### src/rtl/elink_word_aligner.sv
// elink_word_aligner
//   Fabric-side e-link word aligner on the divided SERDES clock.
//   RX: collects LANE_W-bit lanes, hunts for SYNC_PATTERN at every bit offset,
//       verifies SYNC_COUNT aligned syncs, then delivers aligned words.
//   TX: serialises WORD_W-bit words into LANE_W-bit lanes, MSB lane first,
//       filling idle slots with SYNC_PATTERN.
//   Optional build macro ELINK_LOOPBACK_EN adds a `loopback` input that feeds
//   the registered tx_lane back into the RX shift register.
// Ports:
//   clk, reset (async, active-low)
//   rx_lane, rx_realign                        : RX lane in, force re-hunt
//   rx_data, rx_valid, rx_is_sync, rx_locked   : aligned word output
//   realign_cnt                                : saturating LOCKED->HUNT count
//   tx_data, tx_valid, tx_ready, tx_lane       : TX word in, lane out
//
// state    | meaning
// ---------+------------------------------------------------------------
// HUNT     | scanning every offset each cycle for SYNC_PATTERN
// VERIFY   | offset chosen, checking consecutive syncs at word boundaries
// LOCKED   | delivering aligned words, watching for loss of sync
module elink_word_aligner #(
  parameter int unsigned       LANE_W       = 2,
  parameter int unsigned       WORD_W       = 8,
  parameter logic [WORD_W-1:0] SYNC_PATTERN = 8'hBC,
  parameter int unsigned       SYNC_COUNT   = 4,
  parameter int unsigned       LOSS_WORDS   = 256
) (
  input  logic              clk,
  input  logic              reset,
`ifdef ELINK_LOOPBACK_EN
  input  logic              loopback,
`endif
  input  logic [LANE_W-1:0] rx_lane,
  input  logic              rx_realign,
  output logic [WORD_W-1:0] rx_data,
  output logic              rx_valid,
  output logic              rx_is_sync,
  output logic              rx_locked,
  output logic [7:0]        realign_cnt,
  input  logic [WORD_W-1:0] tx_data,
  input  logic              tx_valid,
  output logic              tx_ready,
  output logic [LANE_W-1:0] tx_lane
);

  localparam int unsigned SH_W   = WORD_W + LANE_W - 1;
  localparam int unsigned NLANES = WORD_W / LANE_W;
  localparam int unsigned PH_W   = (NLANES > 1) ? $clog2(NLANES) : 1;
  localparam int unsigned OFF_W  = (LANE_W > 1) ? $clog2(LANE_W) : 1;
  localparam logic [PH_W-1:0] PH_LAST  = PH_W'(NLANES - 1);
  localparam logic [15:0]     SYNC_LIM = 16'(SYNC_COUNT);
  localparam logic [15:0]     LOSS_LIM = 16'(LOSS_WORDS);
  localparam logic            LOSS_EN  = (LOSS_WORDS != 0);

  localparam logic [1:0] ST_HUNT   = 2'd0;
  localparam logic [1:0] ST_VERIFY = 2'd1;
  localparam logic [1:0] ST_LOCKED = 2'd2;

  logic [1:0]        state_q, state_d;
  logic [SH_W-1:0]   shreg_q, shreg_d;
  logic [OFF_W-1:0]  bit_off_q, bit_off_d;
  logic [PH_W-1:0]   lane_ph_q, lane_ph_d;
  logic [15:0]       sync_cnt_q, sync_cnt_d;
  logic [15:0]       loss_cnt_q, loss_cnt_d;
  logic [7:0]        realign_cnt_q, realign_cnt_d;
  logic [WORD_W-1:0] rx_data_q, rx_data_d;
  logic              rx_valid_q, rx_valid_d;
  logic              rx_is_sync_q, rx_is_sync_d;
  logic [WORD_W-1:0] tx_sh_q, tx_sh_d;
  logic [PH_W-1:0]   tx_ph_q, tx_ph_d;
  logic [LANE_W-1:0] tx_lane_q, tx_lane_d;

  logic [LANE_W-1:0] lane_in;
  logic              force_hunt;
  logic              hit;
  logic [OFF_W-1:0]  hit_off;
  logic [WORD_W-1:0] word_at_off;
  logic              word_sync;
  logic              boundary;

`ifdef ELINK_LOOPBACK_EN
  logic loopback_q;
  assign lane_in    = loopback ? tx_lane_q : rx_lane;
  // Changing the RX source invalidates any alignment found so far.
  assign force_hunt = rx_realign | (loopback ^ loopback_q);
  always_ff @(posedge clk or negedge reset) begin
    if (!reset) loopback_q <= 1'b0;
    else        loopback_q <= loopback;
  end
`else
  assign lane_in    = rx_lane;
  assign force_hunt = rx_realign;
`endif

  // Newest bit lands at index 0; lane bit LANE_W-1 is the earliest received.
  assign shreg_d     = {shreg_q[SH_W-LANE_W-1:0], lane_in};
  assign word_at_off = shreg_q[bit_off_q +: WORD_W];
  assign word_sync   = (word_at_off == SYNC_PATTERN);
  assign boundary    = (lane_ph_q == PH_LAST);

  // Scan from the highest offset down so the lowest matching offset wins.
  always_comb begin
    hit     = 1'b0;
    hit_off = '0;
    for (int b = int'(LANE_W) - 1; b >= 0; b--) begin
      if (shreg_q[b +: WORD_W] == SYNC_PATTERN) begin
        hit     = 1'b1;
        hit_off = OFF_W'(b);
      end
    end
  end

  always_comb begin
    state_d       = state_q;
    bit_off_d     = bit_off_q;
    lane_ph_d     = boundary ? '0 : lane_ph_q + 1'b1;
    sync_cnt_d    = sync_cnt_q;
    loss_cnt_d    = loss_cnt_q;
    realign_cnt_d = realign_cnt_q;
    rx_data_d     = rx_data_q;
    rx_valid_d    = 1'b0;
    rx_is_sync_d  = rx_is_sync_q;
    if (force_hunt) begin
      state_d    = ST_HUNT;
      sync_cnt_d = '0;
      loss_cnt_d = '0;
      if (state_q == ST_LOCKED && realign_cnt_q != 8'hFF)
        realign_cnt_d = realign_cnt_q + 8'd1;
    end else begin
      case (state_q)
        ST_HUNT: begin
          if (hit) begin
            bit_off_d  = hit_off;
            lane_ph_d  = '0;
            sync_cnt_d = 16'd1;
            loss_cnt_d = '0;
            state_d    = (SYNC_LIM <= 16'd1) ? ST_LOCKED : ST_VERIFY;
          end
        end
        ST_VERIFY: begin
          if (boundary) begin
            if (word_sync) begin
              sync_cnt_d = sync_cnt_q + 16'd1;
              if (sync_cnt_q + 16'd1 >= SYNC_LIM) state_d = ST_LOCKED;
            end else begin
              sync_cnt_d = '0;
              state_d    = ST_HUNT;
            end
          end
        end
        ST_LOCKED: begin
          if (boundary) begin
            rx_data_d    = word_at_off;
            rx_valid_d   = 1'b1;
            rx_is_sync_d = word_sync;
            if (word_sync) begin
              loss_cnt_d = '0;
            end else if (LOSS_EN && (loss_cnt_q + 16'd1 == LOSS_LIM)) begin
              loss_cnt_d = '0;
              sync_cnt_d = '0;
              state_d    = ST_HUNT;
              if (realign_cnt_q != 8'hFF) realign_cnt_d = realign_cnt_q + 8'd1;
            end else if (loss_cnt_q != 16'hFFFF) begin
              loss_cnt_d = loss_cnt_q + 16'd1;
            end
          end
        end
        default: state_d = ST_HUNT;
      endcase
    end
  end

  // TX: the lane leaving the shift register this cycle is registered onto
  // tx_lane; the next word is loaded as the last lane of the current one leaves.
  assign tx_ready  = (tx_ph_q == PH_LAST);
  assign tx_lane_d = tx_sh_q[WORD_W-1 -: LANE_W];
  assign tx_ph_d   = tx_ready ? '0 : tx_ph_q + 1'b1;
  assign tx_sh_d   = tx_ready ? (tx_valid ? tx_data : SYNC_PATTERN)
                              : (tx_sh_q << LANE_W);

  always_ff @(posedge clk or negedge reset) begin
    if (!reset) begin
      state_q       <= ST_HUNT;
      shreg_q       <= '0;
      bit_off_q     <= '0;
      lane_ph_q     <= '0;
      sync_cnt_q    <= '0;
      loss_cnt_q    <= '0;
      realign_cnt_q <= '0;
      rx_data_q     <= '0;
      rx_valid_q    <= 1'b0;
      rx_is_sync_q  <= 1'b0;
      tx_sh_q       <= SYNC_PATTERN;
      tx_ph_q       <= '0;
      tx_lane_q     <= '0;
    end else begin
      state_q       <= state_d;
      shreg_q       <= shreg_d;
      bit_off_q     <= bit_off_d;
      lane_ph_q     <= lane_ph_d;
      sync_cnt_q    <= sync_cnt_d;
      loss_cnt_q    <= loss_cnt_d;
      realign_cnt_q <= realign_cnt_d;
      rx_data_q     <= rx_data_d;
      rx_valid_q    <= rx_valid_d;
      rx_is_sync_q  <= rx_is_sync_d;
      tx_sh_q       <= tx_sh_d;
      tx_ph_q       <= tx_ph_d;
      tx_lane_q     <= tx_lane_d;
    end
  end

  assign rx_data     = rx_data_q;
  assign rx_valid    = rx_valid_q;
  assign rx_is_sync  = rx_is_sync_q;
  assign rx_locked   = (state_q == ST_LOCKED);
  assign realign_cnt = realign_cnt_q;
  assign tx_lane     = tx_lane_q;

endmodule

### config.mk
export PLATFORM = sky130hd
export DESIGN_NAME = elink_word_aligner
export DESIGN_NICKNAME = d
export VERILOG_FILES = /design/src/rtl/elink_word_aligner.sv
export SDC_FILE = /design/constraint.sdc
export NUM_CORES = 1
export LEC_CHECK = 0
export ABC_AREA = 1
export BUFFER_PORTS_ARGS = -buffer_cell sky130_fd_sc_hd__buf_2
export CAP_MARGIN = 20
export CORE_MARGIN = 4
export CORE_UTILIZATION = 55
export DETAILED_ROUTE_END_ITERATION = 7
export PLACE_DENSITY = 0.74
export SYNTH_ARGS = -nofsm -noshare
export SYNTH_HDL_FRONTEND = slang
export SYNTH_SLANG_ARGS = --single-unit
### constraint.sdc
create_clock -name clk -period 2.9 [get_ports clk]
set_clock_uncertainty 0.1 [all_clocks]
set_input_delay 0 -clock clk [delete_from_list [all_inputs] [get_ports clk]]
set_output_delay 0 -clock clk [all_outputs]
set_load 0.02 [all_outputs]
==> impl_summary.log, run 1 <==
[metrics] VDD IR-drop max: about 0.00036 V
[metrics] number of synthesized flops with an enable pin: 0
[metrics] First-pass DRT Iterations: 5
[metrics] final antenna diode count: 0
[metrics] warnings from Yosys: 0
[metrics] ratio of final minimum period to clock period: 83.1%
[metrics] min cycle time layout: approximately 2.4 ns
[metrics] most common cell after layout, fill and taps aside: nand2_1
[metrics] area used by multi-input combinational logic: about 0.0021 mm2
[metrics] critical path's slowest cell: dfrtp_1
[metrics] H-Tree Level Count: 3
[metrics] Max-cap violations: 0
[metrics] initial antenna violation count: 0
[metrics] setup repair after global routing missed its margin: false
[metrics] outcome: finished clean
[metrics] area of the mapped netlist: roughly 0.0043 mm2
[metrics] signal arrival time at the worst endpoint: between 2 and 3 ns
[metrics] CP Data Required Time: just over 3 ns
[metrics] Initial Utilization: a little under three fifths
[metrics] clock edge transition at the registers on the reported setup and hold paths: approximately 0.090 ns
[metrics] initial detailed-routing violation count: about 190
[metrics] antenna viol nets, final: 0
[metrics] count of cells along the worst register-to-register path: 11
[metrics] total track usage: 21.4%
[metrics] most frequently used flop master after synthesis: dfrtp_1
[metrics] final hold viol count: 0
[metrics] Die Width: 96.8 um
[metrics] die height: between 90 and 100 um
[metrics] insertion delay to the later sink of the worst-skew pair: ~0.36 ns
[metrics] post-route DRC violation count: 0
[metrics] Crit. Startpoint: bit_off_q
[metrics] remaining global-route overflow: 0
[metrics] net count of the mapped netlist: ~600
[metrics] number of rows in the core area: 32
[metrics] slew at the pin closest to its max-slew limit: roughly 0.92 ns
[metrics] FILL cells: between 600 and 700
[metrics] placer congestion estimate: 0.880
[metrics] Area growth syn-to-layout: 14.4%
[metrics] vias in the first global route: ~3.8k
[metrics] ys async rst share: 100%
[metrics] IO Port Bufs: 35
[metrics] most frequent cell on the critical path: nand2_1
[metrics] worst setup slack before clock tree synthesis: between 0.4 and 0.5 ns
[metrics] nature of the critical path endpoint: flip-flop
[metrics] post-detailed-route via-to-cell ratio: 5.32
[metrics] Unique masters post-synth: 37
[metrics] syn avg cell area: 7.55 um2
[metrics] Finish-stage setup viols: 0
[metrics] total negative slack: 0 ns
[metrics] hpwl dp: 6.48 mm
[metrics] maximum number of pins on one net before global-route repair: 77
[metrics] fraction of layout instances using a drive strength above 1: 13.1%
[metrics] final routed wire length divided by cell count: between 10 and 15 um
[metrics] I/O pins: 36
[metrics] number of buffers created by CTS: 9
[metrics] TritonCTS clock tree: done
[metrics] minimum setup slack among reg-to-reg paths: approximately 0.49 ns
[metrics] Total Die Area: about 0.0094 mm2
[metrics] power density over the cells: roughly 470 mW/mm2
[metrics] number of gates resized after CTS: 0
[metrics] kind of launch point of the worst setup path: flip-flop
[metrics] count of state elements after synthesis: between 70 and 80
[metrics] total leakage power: ~2.4 nW
[metrics] global-route wire length before repair: 16.8 mm
[metrics] most used cells in the layout excluding fill and tap cells: nand2_1 (178), dfrtp_1 (71), nor2_1 (66)
[metrics] number of buffers on the longest clock path: 2
[metrics] Reg-to-Reg End: loss_cnt_q[15]
[metrics] overall via count from detail_route: around 4k
[metrics] Worst Setup Path Type: flip-flop to flip-flop
[metrics] source of the worst register-to-register timing path: bit_off_q
[metrics] Hold WC Path Type: primary input to flip-flop
[metrics] FF+latch area: roughly 0.0019 mm2
[metrics] fmax: around 0.42 GHz
[metrics] Critical Path Max Stage Delay: 0.51 ns
[metrics] cell chain of the critical path: o21ai_0, nand2_1, nor2_1, nand2_1, nand2_2, inv_2, nand2_1, nand2_2, inv_4, nand3_1, o21ai_0
[metrics] fraction of synthesized cell area taken by the top area cell type: between 40% and 50%
[metrics] worst hold-check slack: approximately 0.18 ns
[metrics] synth top area cells: dfrtp_1 (41%), nand2_1 (15%), nor2_1 (5.7%)
[metrics] post-synthesis cell type with the largest combined area: dfrtp_1
[metrics] critical path endpoint: loss_cnt_q[15]
[metrics] cell at the root of the clock tree: clkbuf_8
[metrics] tightest slew margin relative to the limit: about two fifths
[metrics] sequential-to-total area share from yosys stat: between 40 and 50%
[metrics] final-report max-slew violation count: 0
[metrics] Post-Syn Instances: roughly 570
[metrics] CP max FO: 26
[metrics] overall routed net length: 9.56 mm
[metrics] post-layout net count: 651
[metrics] worst path setup slack after routing: between 0.4 and 0.5 ns
[metrics] standard cell core area: a little under 0.008 mm2
[metrics] number of sinks handled by clock tree synthesis: 76
-- per-stage QoR --
step	instance area (um2)	utilization, %	instances	total power, mW
final	4960	64.5	735	2.35
after global placement	4560	59.3	699	1.52
after floorplan	4340	-	574	1.46
after global routing	4960	64.5	735	2.49
after CTS	4960	64.5	735	2.38
after detailed placement	4560	59.3	699	1.53
-- layer usage --
metal	GRT usage [%]	share of wire, %	vias to the layer above
met5	0	0	-
met4	7.67	1.4	0
met3	4.18	4.7	11
met2	35.8	50	93
met1	27.7	44	1837
li1	-	-	1969
-- cells in the mapped netlist, types with 4 or more instances --
cell      count
a21oi_1       6
buf_6         5
clkbuf_1      5
dfrtp_1      71
dfstp_2       5
ha_1          9
inv_1        58
nand2_1     178
nand2_2       6
nand3_1      42
nand3b_1      4
nand4_1      33
nor2_1       66
nor2_2        5
nor3_1        6
o21ai_0      29
o21ai_1       4
o22a_1        5
xor2_1        8
-- report_power, final --
part	switching, mW	internal (mW)
registers	0.0362	1.10
logic	0.275	0.113
clock network	0.420	0.407
total	0.731	1.62
-- worst max-delay path: cells and delay by family (launching register included) --
family,cells,cell delay (ns)
AND/OR/NAND/NOR,7,0.95
buffers and inverters,2,0.32
AO/OA/AOI/OAI,2,0.46
flip-flops,1,0.51
-- state kept, by name, indices dropped and copies added (netlist names) --
register and cells:
tx_lane 2, realign_cnt 8, loss_cnt_q 16, tx_sh_q 8, tx_ph_q 2, rx_data 8, bit_off_q 1, state_q 2
rx_is_sync 1, shreg_q 9, rx_valid 1, sync_cnt_q 16, lane_ph_q 2
-- timing repair --
item / in CTS / in global routing
hold endpoints to repair: 83 / 0
buffers inserted: 0 / 0
hold buffers: 20 / 0
-- worst min-delay path by stage --
stage	from	endpoint	slack, ns	cells past startpoint
after detailed placement	rx_lane[1]	shreg_q[1]	0.009	1
final	rx_lane[0]	shreg_q[0]	0.18	2
after floorplan	reset	bit_off_q	-0.40	0
after global routing	rx_lane[0]	shreg_q[0]	0.18	2
after global placement	rx_lane[0]	shreg_q[0]	0.009	1
after CTS	rx_lane[0]	shreg_q[0]	0.16	2
-- area by class of cell --
class | instances | area share (%)
tap | 102 | 2.57
clock inverter | 6 | 1.46
clock buffer | 10 | 2.57
sequential | 76 | 38.5
timing repair buffer | 58 | 8.07
multi-input combinational | 422 | 42.2
inverter | 61 | 4.67
-- kinds of logic (layout without fill, tap and decap cells) --
| group | after synthesis | after routing | share of synthesized area, % |
|---|---|---|---|
| AND/OR/NAND/NOR | 349 | 349 | 36.0 |
| flip-flops | 76 | 76 | 44.0 |
| XOR/XNOR | 11 | 11 | 2.22 |
| buffers and inverters | 76 | 135 | 7.76 |
| adder cells (fa/ha/maj) | 9 | 9 | 2.60 |
| AO/OA/AOI/OAI | 53 | 53 | 7.39 |
No activity file was read; power rests on OpenSTA's default activity.
==> run 2: changes to the inputs <==
ABC_AREA = 0   (was 1)
clock period = 2.33 ns   (was 2.9 ns; I/O delays follow)
==> run 2 against run 1 <==
The flow now finishes with violations (negative setup slack). Non-clock buffer count is 72 higher. Power rose by 10%. Utilization up 11 points. Wire length grew 21%. Critical path type unchanged.
==> impl_summary.log, run 2 <==
[metrics] worst setup slack before clock tree synthesis: -0.320 ns
[metrics] fraction of layout instances using a drive strength above 1: 35.7%
[metrics] outcome: finished with violations
[metrics] final-report max-slew violation count: 0
[metrics] placer congestion estimate: between 0.8 and 0.9
[metrics] power density over the cells: 447 mW/mm2
[metrics] Hold WC Path Type: primary input to flip-flop
[metrics] warnings from Yosys: 0
[metrics] Die Width: around 97 um
[metrics] final design instance area without fill: 0.00581 mm2
[metrics] fraction of synthesized cell area taken by the top area cell type: between 40% and 50%
[metrics] overall routed net length: 11.6 mm
[metrics] count of state elements after synthesis: between 70 and 80
[metrics] insertion delay to the later sink of the worst-skew pair: approximately 0.35 ns
[metrics] Clock Power Share: a little over a third
[metrics] area fraction in and, or, nand and nor cells after synthesis: between 20% and 30%
[metrics] post-detailed-route via-to-cell ratio: ~6
[metrics] signal arrival time at the worst endpoint: roughly 2.7 ns
[metrics] overall via count from detail_route: 4031
[metrics] min cycle time layout: roughly 2.6 ns
[metrics] VDD IR-drop max: between 0.0004 and 0.0005 V
[metrics] Power Total: about 2.6 mW
[metrics] ratio of final minimum period to clock period: 111%
[metrics] violated checks: negative setup slack
[metrics] total leakage power: between 2 and 3 nW
[metrics] IO Port Bufs: 35
[metrics] remaining global-route overflow: 0
[metrics] cell at the root of the clock tree: clkbuf_8
[metrics] number of sinks handled by clock tree synthesis: 76
[metrics] Gate power share: a little under an eighth
[metrics] biggest registers after layout: loss_cnt_q: 16 flops, sync_cnt_q: 16 flops, shreg_q: 9 flops
[metrics] net count of the mapped netlist: between 400 and 500
[metrics] antenna viol nets, final: 0
[metrics] source of the worst register-to-register timing path: loss_cnt_q[5]
[metrics] top cell types by occurrence after synthesis: dfrtp_1 (71), nand2_1 (55), o21ai_0 (44)
[metrics] Switch Pwr: between 0.6 and 0.7 mW
[metrics] post-synthesis cell type with the largest combined area: dfrtp_1
[metrics] fin util: 75.2%
[metrics] First-pass DRT Iterations: 5
[metrics] Initial Utilization: between 50% and 60%
[metrics] post-route DRC violation count: 0
[metrics] internal power: between 1.5 and 2 mW
[metrics] hpwl dp: ~7.1 mm
[metrics] most frequently used flop master after synthesis: dfrtp_1
[metrics] final routed wire length divided by cell count: 17.2 um
[metrics] fmax: 0.386 GHz
[metrics] final antenna diode count: 0
[metrics] synth top area cells: dfrtp_1 (41%), o21ai_0 (5.1%), nand2_1 (4.7%)
[metrics] initial detailed-routing violation count: between 200 and 250
[metrics] I/O pins: 36
[metrics] start point of the worst hold path: rx_lane[0]
[metrics] die height: 97.0 um
[metrics] initial antenna violation count: 0
[metrics] combinational family with the most area after synthesis: simple AND/OR/NAND/NOR gates
[metrics] Crit. Startpoint: loss_cnt_q[5]
[metrics] total track usage: around a quarter
[metrics] XOR/XNOR Fraction of Synth Area: 2.81%
[metrics] vias in the first global route: slightly below 4k
[metrics] kind of launch point of the worst setup path: flip-flop
[metrics] worst hold-check slack: 0.195 ns
[metrics] worst path setup slack after routing: -0.259 ns
[metrics] maximum number of pins on one net before global-route repair: 77
[metrics] syn avg cell area: 9.67 um2
[metrics] Area growth syn-to-layout: 33.3%
[metrics] post-layout net count: 589
[metrics] Worst Setup Path Type: flip-flop to flip-flop
[metrics] nature of the critical path endpoint: flip-flop
[metrics] relative contribution of sequential cells to total power: 52.9%
[metrics] final hold viol count: 0
[metrics] setup repair after global routing missed its margin: true
[metrics] Post-Syn Instances: ~450
[metrics] Total Die Area: around 0.0094 mm2
[metrics] ys async rst share: 100%
[metrics] Unique masters post-synth: 70
[metrics] sw frac: a little over a quarter
[metrics] TritonCTS clock tree: done
[metrics] post-place instance area: 0.00505 mm2
[metrics] CP Data Required Time: between 2 and 2.5 ns
[metrics] slew at the pin closest to its max-slew limit: approximately 0.95 ns
[metrics] CP max FO: 15
[metrics] area of the mapped netlist: between 0.004 and 0.005 mm2
[metrics] minimum setup slack among reg-to-reg paths: -0.26 ns
[metrics] number of synthesized flops with an enable pin: 0
[metrics] number of buffers on the longest clock path: 2
[metrics] clock edge transition at the registers on the reported setup and hold paths: roughly 0.070 ns
[metrics] most used cells in the layout excluding fill and tap cells: dfrtp_1 (67), buf_4 (67), nand2_1 (51)
[metrics] compound-gate portion of the synthesized area: approximately a fifth
[metrics] global-route wire length before repair: 19.1 mm
[metrics] number of rows in the core area: 32
[metrics] sequential-to-total area share from yosys stat: between 40 and 50%
[metrics] H-Tree Level Count: 3
[metrics] number of buffers created by CTS: 9
[metrics] arithmetic-cell share of the synthesized area counting full adders, half adders and majority gates: approximately 2.6%
[metrics] Finish-stage setup viols: 41
[metrics] cell with the most instances after synthesis: dfrtp_1
[metrics] proportion of synthesized area in mux cells: ~2.8%
[metrics] Max-cap violations: 0
[metrics] standard cell core area: ~0.0077 mm2
[metrics] tightest slew margin relative to the limit: roughly 37%
-- run 2: critical path: stages, from the launching register on --
cell and delay, ns:
dfrtp_1 0.38, buf_4 0.20, and4_1 0.25, nand4_1 0.21
a22oi_2 0.30, nand4_4 0.16, buf_4 0.18, o31ai_4 0.22
buf_12 0.18, mux2_4 0.29
-- run 2: layout make-up --
cell class / instances / area [um2]
multi-input combinational: 335 / 2550
fill: 532 / 1920
sequential: 76 / 1910
timing repair buffer: 130 / 987
clock buffer: 11 / 141
tap: 102 / 128
inverter: 14 / 52.6
clock inverter: 5 / 36.3
-- run 2: through the flow --
stage / cells / setup TNS [ns]
CTS: 666 / -5.09
finish: 673 / -6.86
global route: 673 / -11.95
detailed placement: 625 / -9.22
global placement: 625 / -7.55
floorplan: 451 / -7.54
-- run 2: cells by family after synthesis --
group,after synthesis
xor gates and xnor gates,14
AOI/OAI and AO/OA,121
muxes,12
DFF,76
and+or+nand+nor,178
adders and majority gates,9
buffers and inverters,41
-- run 2: final timing paths --
check                           depth (start not counted)            end
worst min-delay path                                    2     shreg_q[0]
max in group asynchronous                               2  loss_cnt_q[4]
worst max-delay path                                    9  sync_cnt_q[1]
worst min register to register                          0     tx_lane[0]
worst max register to register                          9  sync_cnt_q[1]
min in group asynchronous                               2     rx_data[5]
-- run 2: what timing repair did --
item                       4_1_cts  5_1_grt
setup endpoints to repair       42       42
pin swaps                        8       11
buffers inserted                 4        6
hold buffers                    20        0
gates resized for setup         34       40
hold endpoints to repair        83        0
cloned                           1        1
-- run 2: layer usage --
layer / up-vias / part of all wire (%) / GRT usage [%]
li1: 1899 / - / -
met1: 1972 / 41 / 31.9
met2: 134 / 52 / 41.6
met3: 26 / 5.0 / 5.12
met4: 0 / 2.0 / 6.80
met5: - / 0 / 0
-- run 2: power by group through the flow --
stage / sequential [mW] / combinational, mW / clock [mW]
floorplan: 1.40 / 0.135 / 0
global placement: 1.40 / 0.246 / 0
detailed placement: 1.40 / 0.255 / 0
CTS: 1.37 / 0.292 / 0.939
global route: 1.38 / 0.337 / 1.01
finish: 1.37 / 0.307 / 0.915
